==> src/rtl/bus_pkg.sv <==
// rtl/bus_pkg.sv - shared state encoding, mode codes and default widths for the serial bus ports
//
// Purpose: common definitions used by the master port (and its slave-port counterpart).
// Contents: bus_state_e transfer state encoding, MODE_READ/MODE_WRITE, default
// address/data widths, and a small max helper for sizing shared registers.
package bus_pkg;

    typedef enum logic [2:0] {
        IDLE     = 3'd0,
        REQ      = 3'd1,
        ADDR     = 3'd2,
        WAIT_ACK = 3'd3,
        WDATA    = 3'd4,
        RDATA    = 3'd5
    } bus_state_e;

    localparam logic MODE_READ  = 1'b0;
    localparam logic MODE_WRITE = 1'b1;

    localparam int BUS_ADDR_WIDTH = 14;
    localparam int BUS_DATA_WIDTH = 8;

    function automatic int max_width(input int a, input int b);
        return (a > b) ? a : b;
    endfunction

endpackage

==> src/rtl/serial_shifter.sv <==
// rtl/serial_shifter.sv - bit-indexed PISO/SIPO register with load and bit counter
//
// Purpose: holds one serial word. Bits are read out (and written in) LSB first at the
// position given by the internal bit counter, so the same register serves both the
// outgoing address/write data and the incoming read data.
// Ports:
//   clk, rstn      clock, synchronous active-low reset
//   clr            clear the bit counter (register contents untouched)
//   load           load load_data and clear the counter (wins over everything else)
//   load_data      parallel word to load
//   shift_out_en   advance the counter past the bit currently on sout
//   shift_in_en    write sin at the counter position and advance
//   sin            serial input bit
//   sout           bit at the current counter position
//   cnt            current bit counter
//   data_next      register value after this edge (includes a bit being shifted in now)
module serial_shifter #(
    parameter int WIDTH = 14,
    parameter int CNT_W = $clog2(WIDTH + 1)
) (
    input  logic             clk,
    input  logic             rstn,
    input  logic             clr,
    input  logic             load,
    input  logic [WIDTH-1:0] load_data,
    input  logic             shift_out_en,
    input  logic             shift_in_en,
    input  logic             sin,
    output logic             sout,
    output logic [CNT_W-1:0] cnt,
    output logic [WIDTH-1:0] data_next
);

    logic [WIDTH-1:0] sreg_q, sreg_d;
    logic [CNT_W-1:0] cnt_q, cnt_d;
    logic [WIDTH-1:0] shifted;
    logic [WIDTH-1:0] bit_mask;

    always_comb begin
        bit_mask = WIDTH'(1) << cnt_q;
        shifted  = sreg_q >> cnt_q;
        sreg_d   = sreg_q;
        cnt_d    = cnt_q;

        // The incoming bit is written even when the counter is cleared on the same
        // edge, so the final bit of a word lands together with the state change.
        if (load) begin
            sreg_d = load_data;
        end else if (shift_in_en) begin
            sreg_d = (sreg_q & ~bit_mask) | (WIDTH'(sin) << cnt_q);
        end

        if (load || clr) begin
            cnt_d = '0;
        end else if (shift_out_en || shift_in_en) begin
            cnt_d = cnt_q + 1'b1;
        end
    end

    always_ff @(posedge clk) begin
        if (!rstn) begin
            sreg_q <= '0;
            cnt_q  <= '0;
        end else begin
            sreg_q <= sreg_d;
            cnt_q  <= cnt_d;
        end
    end

    assign sout      = shifted[0];
    assign cnt       = cnt_q;
    assign data_next = sreg_d;

endmodule

==> src/rtl/master_port.sv <==
// rtl/master_port.sv - bus-side master port: request, grant, serial address/data, ack timeout
//
// Purpose: takes one parallel read/write request from the local device, requests the
// serial bus, shifts the address (and write data) out LSB first while granted, and
// collects serial read data. Aborts on ack timeout or loss of grant.
// Ports:
//   clk, rstn                     clock, synchronous active-low reset
//   dvalid/dmode/daddr/dwdata     device request (accepted only while dready=1)
//   dready                        high in IDLE
//   drdata                        last completed read data
//   ddone/dfail                   one-cycle completion / abort pulses
//   breq/bgrant                   arbiter request / grant
//   mwdata/mvalid/mmode           serial address/data bit, its valid, latched mode
//   ack                           slave acknowledge after the address phase
//   mrdata/svalid                 serial read data bit from the slave and its valid
module master_port
    import bus_pkg::*;
#(
    parameter int ADDR_WIDTH  = BUS_ADDR_WIDTH,
    parameter int DATA_WIDTH  = BUS_DATA_WIDTH,
    parameter int ACK_TIMEOUT = 16
) (
    input  logic                  clk,
    input  logic                  rstn,
    input  logic                  dvalid,
    input  logic                  dmode,
    input  logic [ADDR_WIDTH-1:0] daddr,
    input  logic [DATA_WIDTH-1:0] dwdata,
    output logic                  dready,
    output logic [DATA_WIDTH-1:0] drdata,
    output logic                  ddone,
    output logic                  dfail,
    output logic                  breq,
    input  logic                  bgrant,
    output logic                  mwdata,
    output logic                  mvalid,
    output logic                  mmode,
    input  logic                  ack,
    input  logic                  mrdata,
    input  logic                  svalid
);

    localparam int SH_W  = max_width(ADDR_WIDTH, DATA_WIDTH);
    localparam int CNT_W = $clog2(SH_W + 1);
    localparam int TMR_W = $clog2(ACK_TIMEOUT + 1);

    localparam logic [CNT_W-1:0] ADDR_LAST = CNT_W'(ADDR_WIDTH - 1);
    localparam logic [CNT_W-1:0] DATA_LAST = CNT_W'(DATA_WIDTH - 1);
    localparam logic [TMR_W-1:0] TMR_LAST  = TMR_W'(ACK_TIMEOUT - 1);
    localparam logic [TMR_W-1:0] TMR_MAX   = TMR_W'(ACK_TIMEOUT);

    bus_state_e            state_q, state_d;
    logic                  settled_q, settled_d;
    logic [TMR_W-1:0]      timer_q, timer_d;
    logic [DATA_WIDTH-1:0] wdata_q, wdata_d;
    logic                  mmode_q, mmode_d;
    logic [DATA_WIDTH-1:0] drdata_q, drdata_d;
    logic                  ddone_q, ddone_d;
    logic                  dfail_q, dfail_d;
    logic                  dready_q;
    logic                  breq_q;
    logic                  mvalid_q;

    logic                  sh_clr;
    logic                  sh_load;
    logic [SH_W-1:0]       sh_load_data;
    logic                  sh_out_en;
    logic                  sh_in_en;
    logic                  sh_sout;
    logic [CNT_W-1:0]      sh_cnt;
    logic [SH_W-1:0]       sh_data_next;
    logic                  unused_rx;

    serial_shifter #(
        .WIDTH (SH_W),
        .CNT_W (CNT_W)
    ) u_shifter (
        .clk          (clk),
        .rstn         (rstn),
        .clr          (sh_clr),
        .load         (sh_load),
        .load_data    (sh_load_data),
        .shift_out_en (sh_out_en),
        .shift_in_en  (sh_in_en),
        .sin          (mrdata),
        .sout         (sh_sout),
        .cnt          (sh_cnt),
        .data_next    (sh_data_next)
    );

    always_comb begin
        state_d      = state_q;
        settled_d    = settled_q;
        timer_d      = timer_q;
        wdata_d      = wdata_q;
        mmode_d      = mmode_q;
        drdata_d     = drdata_q;
        ddone_d      = 1'b0;
        dfail_d      = 1'b0;
        sh_load      = 1'b0;
        sh_load_data = SH_W'(daddr);
        sh_out_en    = 1'b0;
        sh_in_en     = 1'b0;

        case (state_q)
            IDLE: begin
                if (dvalid) begin
                    state_d = REQ;
                    wdata_d = dwdata;
                    mmode_d = dmode;
                    sh_load = 1'b1;
                end
            end

            // The arbiter's grant is registered, so a grant seen in the first REQ
            // cycle may be left over from an earlier owner and is not trusted.
            REQ: begin
                if (settled_q && bgrant) begin
                    state_d = ADDR;
                end else begin
                    settled_d = 1'b1;
                end
            end

            ADDR: begin
                if (!bgrant) begin
                    state_d = IDLE;
                    dfail_d = 1'b1;
                end else begin
                    sh_out_en = 1'b1;
                    if (sh_cnt == ADDR_LAST) begin
                        state_d = WAIT_ACK;
                    end
                end
            end

            // Grant loss beats everything; an ack in the final timer cycle still wins.
            WAIT_ACK: begin
                if (!bgrant) begin
                    state_d = IDLE;
                    dfail_d = 1'b1;
                end else if (ack) begin
                    if (mmode_q == MODE_WRITE) begin
                        state_d      = WDATA;
                        sh_load      = 1'b1;
                        sh_load_data = SH_W'(wdata_q);
                    end else begin
                        state_d = RDATA;
                    end
                end else if (timer_q == TMR_LAST) begin
                    state_d = IDLE;
                    dfail_d = 1'b1;
                end else if (timer_q != TMR_MAX) begin
                    timer_d = timer_q + 1'b1;
                end
            end

            WDATA: begin
                if (!bgrant) begin
                    state_d = IDLE;
                    dfail_d = 1'b1;
                end else begin
                    sh_out_en = 1'b1;
                    if (sh_cnt == DATA_LAST) begin
                        state_d = IDLE;
                        ddone_d = 1'b1;
                    end
                end
            end

            RDATA: begin
                if (!bgrant) begin
                    state_d = IDLE;
                    dfail_d = 1'b1;
                end else if (svalid) begin
                    sh_in_en = 1'b1;
                    if (sh_cnt == DATA_LAST) begin
                        state_d  = IDLE;
                        ddone_d  = 1'b1;
                        drdata_d = sh_data_next[DATA_WIDTH-1:0];
                    end
                end
            end

            default: begin
                state_d = IDLE;
            end
        endcase

        if (state_d != state_q) begin
            timer_d   = '0;
            settled_d = 1'b0;
        end
        if (state_d == IDLE) begin
            mmode_d = 1'b0;
        end
    end

    assign sh_clr    = (state_d != state_q);
    assign unused_rx = ^sh_data_next;

    always_ff @(posedge clk) begin
        if (!rstn) begin
            state_q   <= IDLE;
            settled_q <= 1'b0;
            timer_q   <= '0;
            wdata_q   <= '0;
            mmode_q   <= 1'b0;
            drdata_q  <= '0;
            ddone_q   <= 1'b0;
            dfail_q   <= 1'b0;
            dready_q  <= 1'b1;
            breq_q    <= 1'b0;
            mvalid_q  <= 1'b0;
        end else begin
            state_q   <= state_d;
            settled_q <= settled_d;
            timer_q   <= timer_d;
            wdata_q   <= wdata_d;
            mmode_q   <= mmode_d;
            drdata_q  <= drdata_d;
            ddone_q   <= ddone_d;
            dfail_q   <= dfail_d;
            dready_q  <= (state_d == IDLE);
            breq_q    <= (state_d != IDLE);
            mvalid_q  <= (state_d == ADDR) || (state_d == WDATA);
        end
    end

    assign dready = dready_q;
    assign drdata = drdata_q;
    assign ddone  = ddone_q;
    assign dfail  = dfail_q;
    assign breq   = breq_q;
    assign mvalid = mvalid_q;
    assign mmode  = mmode_q;
    // Both operands are flops; the bit shown is the one at the current counter.
    assign mwdata = mvalid_q & sh_sout;

endmodule

==> config.mk <==
export PLATFORM = sky130hd
export DESIGN_NAME = master_port
export DESIGN_NICKNAME = d
export VERILOG_FILES = /design/src/rtl/bus_pkg.sv /design/src/rtl/serial_shifter.sv /design/src/rtl/master_port.sv
export SDC_FILE = /design/constraint.sdc
export NUM_CORES = 1
export LEC_CHECK = 0
export CAP_MARGIN = 10
export CORE_AREA = 4 4 60 117
export DETAILED_ROUTE_END_ITERATION = 10
export DIE_AREA = 0 0 64 121
export HOLD_SLACK_MARGIN = 0.02
export MAX_ROUTING_LAYER = met4
export PLACE_DENSITY = 0.7
export SKIP_CTS_REPAIR_TIMING = 1
export SLEW_MARGIN = 25
export SYNTH_ARGS = -nofsm -noshare
export SYNTH_HDL_FRONTEND = slang
export SYNTH_SLANG_ARGS = --single-unit
export TNS_END_PERCENT = 1
==> constraint.sdc <==
create_clock -name clk -period 2 [get_ports clk]
set_input_delay 0.4 -clock clk [delete_from_list [all_inputs] [get_ports clk]]
set_output_delay 0.4 -clock clk [all_outputs]
set_load 0.03 [all_outputs]
==> Word-level counts from Yosys, hierarchy flattened <==
Index checks and enable logic that the tools add are counted.
{ "classes": {"n_lt_le_gt_ge": 0, "shift": 3, "n_eq_ne": 12, "div_mod_pow": 0, "n_reduce_logical": 17, "mul": 0, "n_addsub": 2, "n_mux": 39, "n_bitwise": 8} }
{ "op_table": {"columns": ["operator", "count"], "rows": [
  ["$mux 14", 6],
  ["$mux 3", 11],
  ["$mux 1", 18],
  ["$pmux 3 s6", 1],
  ["$and 14x14->14", 1],
  ["$not 14->14", 1],
  ["$or 14x14->14", 1],
  ["$shl 1x4->14", 1],
  ["$shl 1x4->14 const A", 1],
  ["$shr 14x4->1", 1],
  ["$eq 3x2->1 const B", 3],
  ["$eq 3x3->1 const B", 3],
  ["$reduce_or 2->1", 4],
  ["$logic_not 3->1", 2],
  ["$pmux 1 s2", 3],
  ["$add 5x1->5 const B", 1],
  ["$eq 5x4->1 const B", 1],
  ["$ne 5x5->1 const B", 1],
  ["$reduce_and 5->1", 1],
  ["$add 4x1->4 const B", 1],
  ["$eq 4x3->1 const B", 1],
  ["$eq 4x4->1 const B", 1],
  ["$not 1->1", 4],
  ["$reduce_and 2->1", 2],
  ["other kinds (9)", 11]
]} }
{ "word_totals": {"wordCells": 95, "n_memories": 0, "regBits": 49, "mem_bits_ro": 0, "latch_bits": 0, "output_inout_bits": 15, "ram_bits": 0} }

==> Depth between registers and ports, before layout <==
{ "depth": {"ltp_word": 8, "depth_mapped": 8} }

==> Cells and area by module <==
From an unflattened synthesis, not the netlist that was laid out.
{ "hier_totals": {"hier_cells": 332, "hier_area_um2": 2984.1} }
{ "modules_own_cells": {"columns": ["mod", "seq_area_each_um2", "area_per_inst_um2", "instances", "cells_per_inst"], "rows": [
  ["master_port", 620.6, 1767.9, 1, 188],
  ["serial_shifter", 360.3, 1216.2, 1, 144]
]} }

==> Worst setup path before layout <==
OpenSTA, ideal clock, no wires.
{ "synth_path": {"path_type": "reg-to-output", "start": "register u_shifter.cnt_q[0], in the netlist u_shifter.cnt[0]", "end": "output port mwdata", "path_stages_with_launch": 5, "path_buffers": 1, "setup_slack_ps": -189, "arrival_ps": 1789, "cell_sequence": "dfxtp_1 clkbuf_1 mux4_2 mux2_2 o211a_1"} }
{ "synth_between": {"elab_chain_len": 2} }
{ "synth_lines": {"columns": ["element", "line_no", "rtl"], "rows": [
  ["start: declaration", "serial_shifter.sv:35", "logic [CNT_W-1:0] cnt_q, cnt_d;"],
  ["start signal: assignment", "serial_shifter.sv:66", "cnt_q <= cnt_d;"],
  ["$shr 14x4->1", "serial_shifter.sv:41", "shifted = sreg_q >> cnt_q;"],
  ["$and 1x1->1", "master_port.sv:238", "assign mwdata = mvalid_q & sh_sout;"],
  ["end: declaration", "master_port.sv:35", "output logic mwdata,"]
]} }
Every way passes these cells.

==> Worst setup path after layout <==
Ends and elaborated chain as after synthesis.

==> metrics <==
Synth Area in XOR/XNOR=0.006506; Via density=5.813; post-synthesis register bit count=49; power per cell area=586.0 nW/um2; top routing layer used=met4; routability cong.=0.9510; class of the worst hold path=reg -> reg; met3 WL=463 um; Post-Synthesis Mean Instance Area=9.005 um2; CTS sink count=49; I/O pin total=45; fillcell total=548; most frequent cell after synthesis=dfxtp_1; synth top area cells=dfxtp_1 (36%), a22oi_1 (5.0%), ha_1 (4.2%); CTS max path bufs=2; setup tns final=-0.7349 ns; Pint=1654 uW; multiplexer share of the synthesized area=0.04879; DPL Wire Length=6196 um; post-synthesis simple-gate area fraction=0.2254; die span in x=64 um; ys flop type=dfxtp_1; routed wl met2=4073 um; Overall Power=2246 uW; Final Instance Area=3832 um2; Leak=0.001417 uW; area leader, netlist=dfxtp_1; Initial Util=0.4338; WL/cell=16.92 um; largest net degree at the start of global routing=25; M1 wire length=3320 um; H-tree depth=2; compound-gate portion of the synthesized area=0.2560; startpoint types=register; Comb power frac=0.142; hold path start=wdata_q[3]; Slew @ Worst Pin=0.5598 ns; clk_lat worst skew=0.30 ns; post-synth top area share=0.3643; Crit Path Max Fanout=5; Final min period=2.216 ns; CTS buffer count=5; Critical Path RT=1.60 ns; Final nets=432; Fmax=451.2 MHz; Sequential Power Share=0.460; GR Util All Layers=0.2282; Final Worst Setup Slack=-0.2163 ns; drt drc=0; switch share=0.2635; First DRT Iteration DRCs=250; Final ANT Viol Nets=0; syn_nets=338; Clk pwr share=0.398; critical path class=reg -> out; Overflow after GRT=0; Final Hold Fails=0; Critical Path AT=1.82 ns; P&R area growth vs syn=42.33%; reg2reg start=u_shifter.cnt[0]; Synth Area in Adders=0.04182; FFs w/ async S/R, synth=0; number of enable flip-flop cells after synthesis=0; IO Port Bufs=44; DIE AREA=7744 um2; CTS root buffer=clkbuf_16; CP max stage cell=mux4_2; vias in the first global route=2824; die height=121 um; sequential area share after synthesis=0.3643; Slew HR=0.6252; Synth cell types=62; kind of end point of the critical path=output pin; main combinational cell family by area after synthesis=compound AO/OA/AOI/OAI gates; P_sw=591.8 uW; Final Max Tran Viols=0; Placed Area=3640 um2; antenna violations before repair=0; Cell Area, Synth=2693 um2; FP Rows=41; Ys Warns=0; share of cells above drive strength 1=0.2538; CTS clk-pin slew, worst paths=0.07 ns; RSZ-0062 raised after global routing=true; Ant. Diodes=0; status=finished with violations; CTS tree=built; Commonest cells post-synth=dfxtp_1 (49), nand2_1 (27), a21oi_1 (22); core region area=6207 um2; Worst Setup SP=u_shifter.cnt[0]; first-pass detailed-route iteration total=5; global-route wire length before repair=13390 um; Worst Skew=0.006089 ns; final wirelength=8120 um; CP max stage delay=0.50 ns; Mapped Cells=299; VDD IR max=0.0006018 V; fin crit share=1.108; failing checks=negative setup slack; via count=2790; Max Cap Viol=0; final setup fails=13; crit-path cells=mux4_2 -> mux2_2 -> o211a_1 -> buf_6
==> metal layers <==
metal  GRT usage  up-vias
met2      0.3765      138
li1            -     1334
met4      0.1123        0
met3     0.04171       21
met1      0.2621     1297
met5           -        -
==> layout by cell type (no fill, tap or decap), drive strengths merged, types with 2 or more instances in the layout <==
master / instances
buf: 65
dfxtp: 49
clkdlybuf4s50: 43
nand2: 27
a21oi: 22
a22oi: 18
nand3: 13
inv: 13
nand4: 10
nor2: 9
ha: 9
o22ai: 8
and3: 7
nor4: 7
o21ai: 7
o2bb2ai: 6
clkbuf: 5
a31oi: 5
a211oi: 5
nand3b: 4
a22o: 4
a221oi: 4
mux4: 3
mux2: 3
mux2i: 3
and3b: 3
nor2b: 3
or2: 3
nand2b: 2
nor3: 2
nand4b: 2
and4b: 2
o31ai: 2
xnor2: 2
clkinv: 2
o311ai: 2
a2111oi: 2
==> critical path: cells and delay by family (launching register included) <==
kind | cells | cell delay [ns]
compound gates | 1 | 0.21
flops | 1 | 0.39
mux | 2 | 0.78
buf+inv | 1 | 0.14
==> power groups by stage <==
stage	Clock, uW	Sequential [uW]	Combinational [uW]
floorplan	0	1050	152
global placement	0	1050	305
detailed placement	0	1060	309
CTS	907	1030	311
global route	953	1040	346
finish	894	1030	319
==> logic make-up after synthesis <==
kind of cell | after synthesis
and+or+nand+nor | 103
AOI/OAI and AO/OA | 94
DFF | 49
buffers and inverters | 33
muxes | 9
adders and majority gates | 9
xor gates and xnor gates | 2
==> sequential cells by signal (all words and copies together) (netlist names), 3 cells and up <==
register and count:
state_q 3, drdata 8, timer_q 5, wdata_q 8
u_shifter.sreg_q 14, u_shifter.cnt 4
==> final cells by class <==
cell class / instances / area, um2 / share of cell area
clock inverters: 3 / 28.78 / 0.007509
clock buffers: 5 / 125.1 / 0.03265
inverters: 12 / 45.04 / 0.01175
well taps: 86 / 107.6 / 0.02808
multi-input cells: 217 / 1615 / 0.4215
flip-flops and latches: 49 / 988.4 / 0.2579
repair buffers: 108 / 922.1 / 0.2406
==> final timing paths <==
kind | end | slack (ns) | depth (start not counted)
worst max register to register | settled_q | -0.18 | 7
worst min-delay path | wdata_q[3] | 0.46 | 2
worst min register to register | wdata_q[3] | 0.46 | 2
worst max-delay path | mwdata | -0.22 | 4
==> per-stage QoR <==
| step | utilization | hold slack (ns) | setup slack (ns) | cells |
|---|---|---|---|---|
| floorplan | - | 0.4360 | -0.02059 | 299 |
| global placement | 0.5864 | 0.4436 | -0.4195 | 472 |
| detailed placement | 0.5864 | 0.4493 | -0.4510 | 472 |
| CTS | 0.6112 | 0.4596 | -0.7815 | 480 |
| global route | 0.6174 | 0.4875 | -0.2626 | 480 |
| finish | 0.6174 | 0.4566 | -0.2163 | 480 |
No activity file was read; power rests on OpenSTA's default activity.
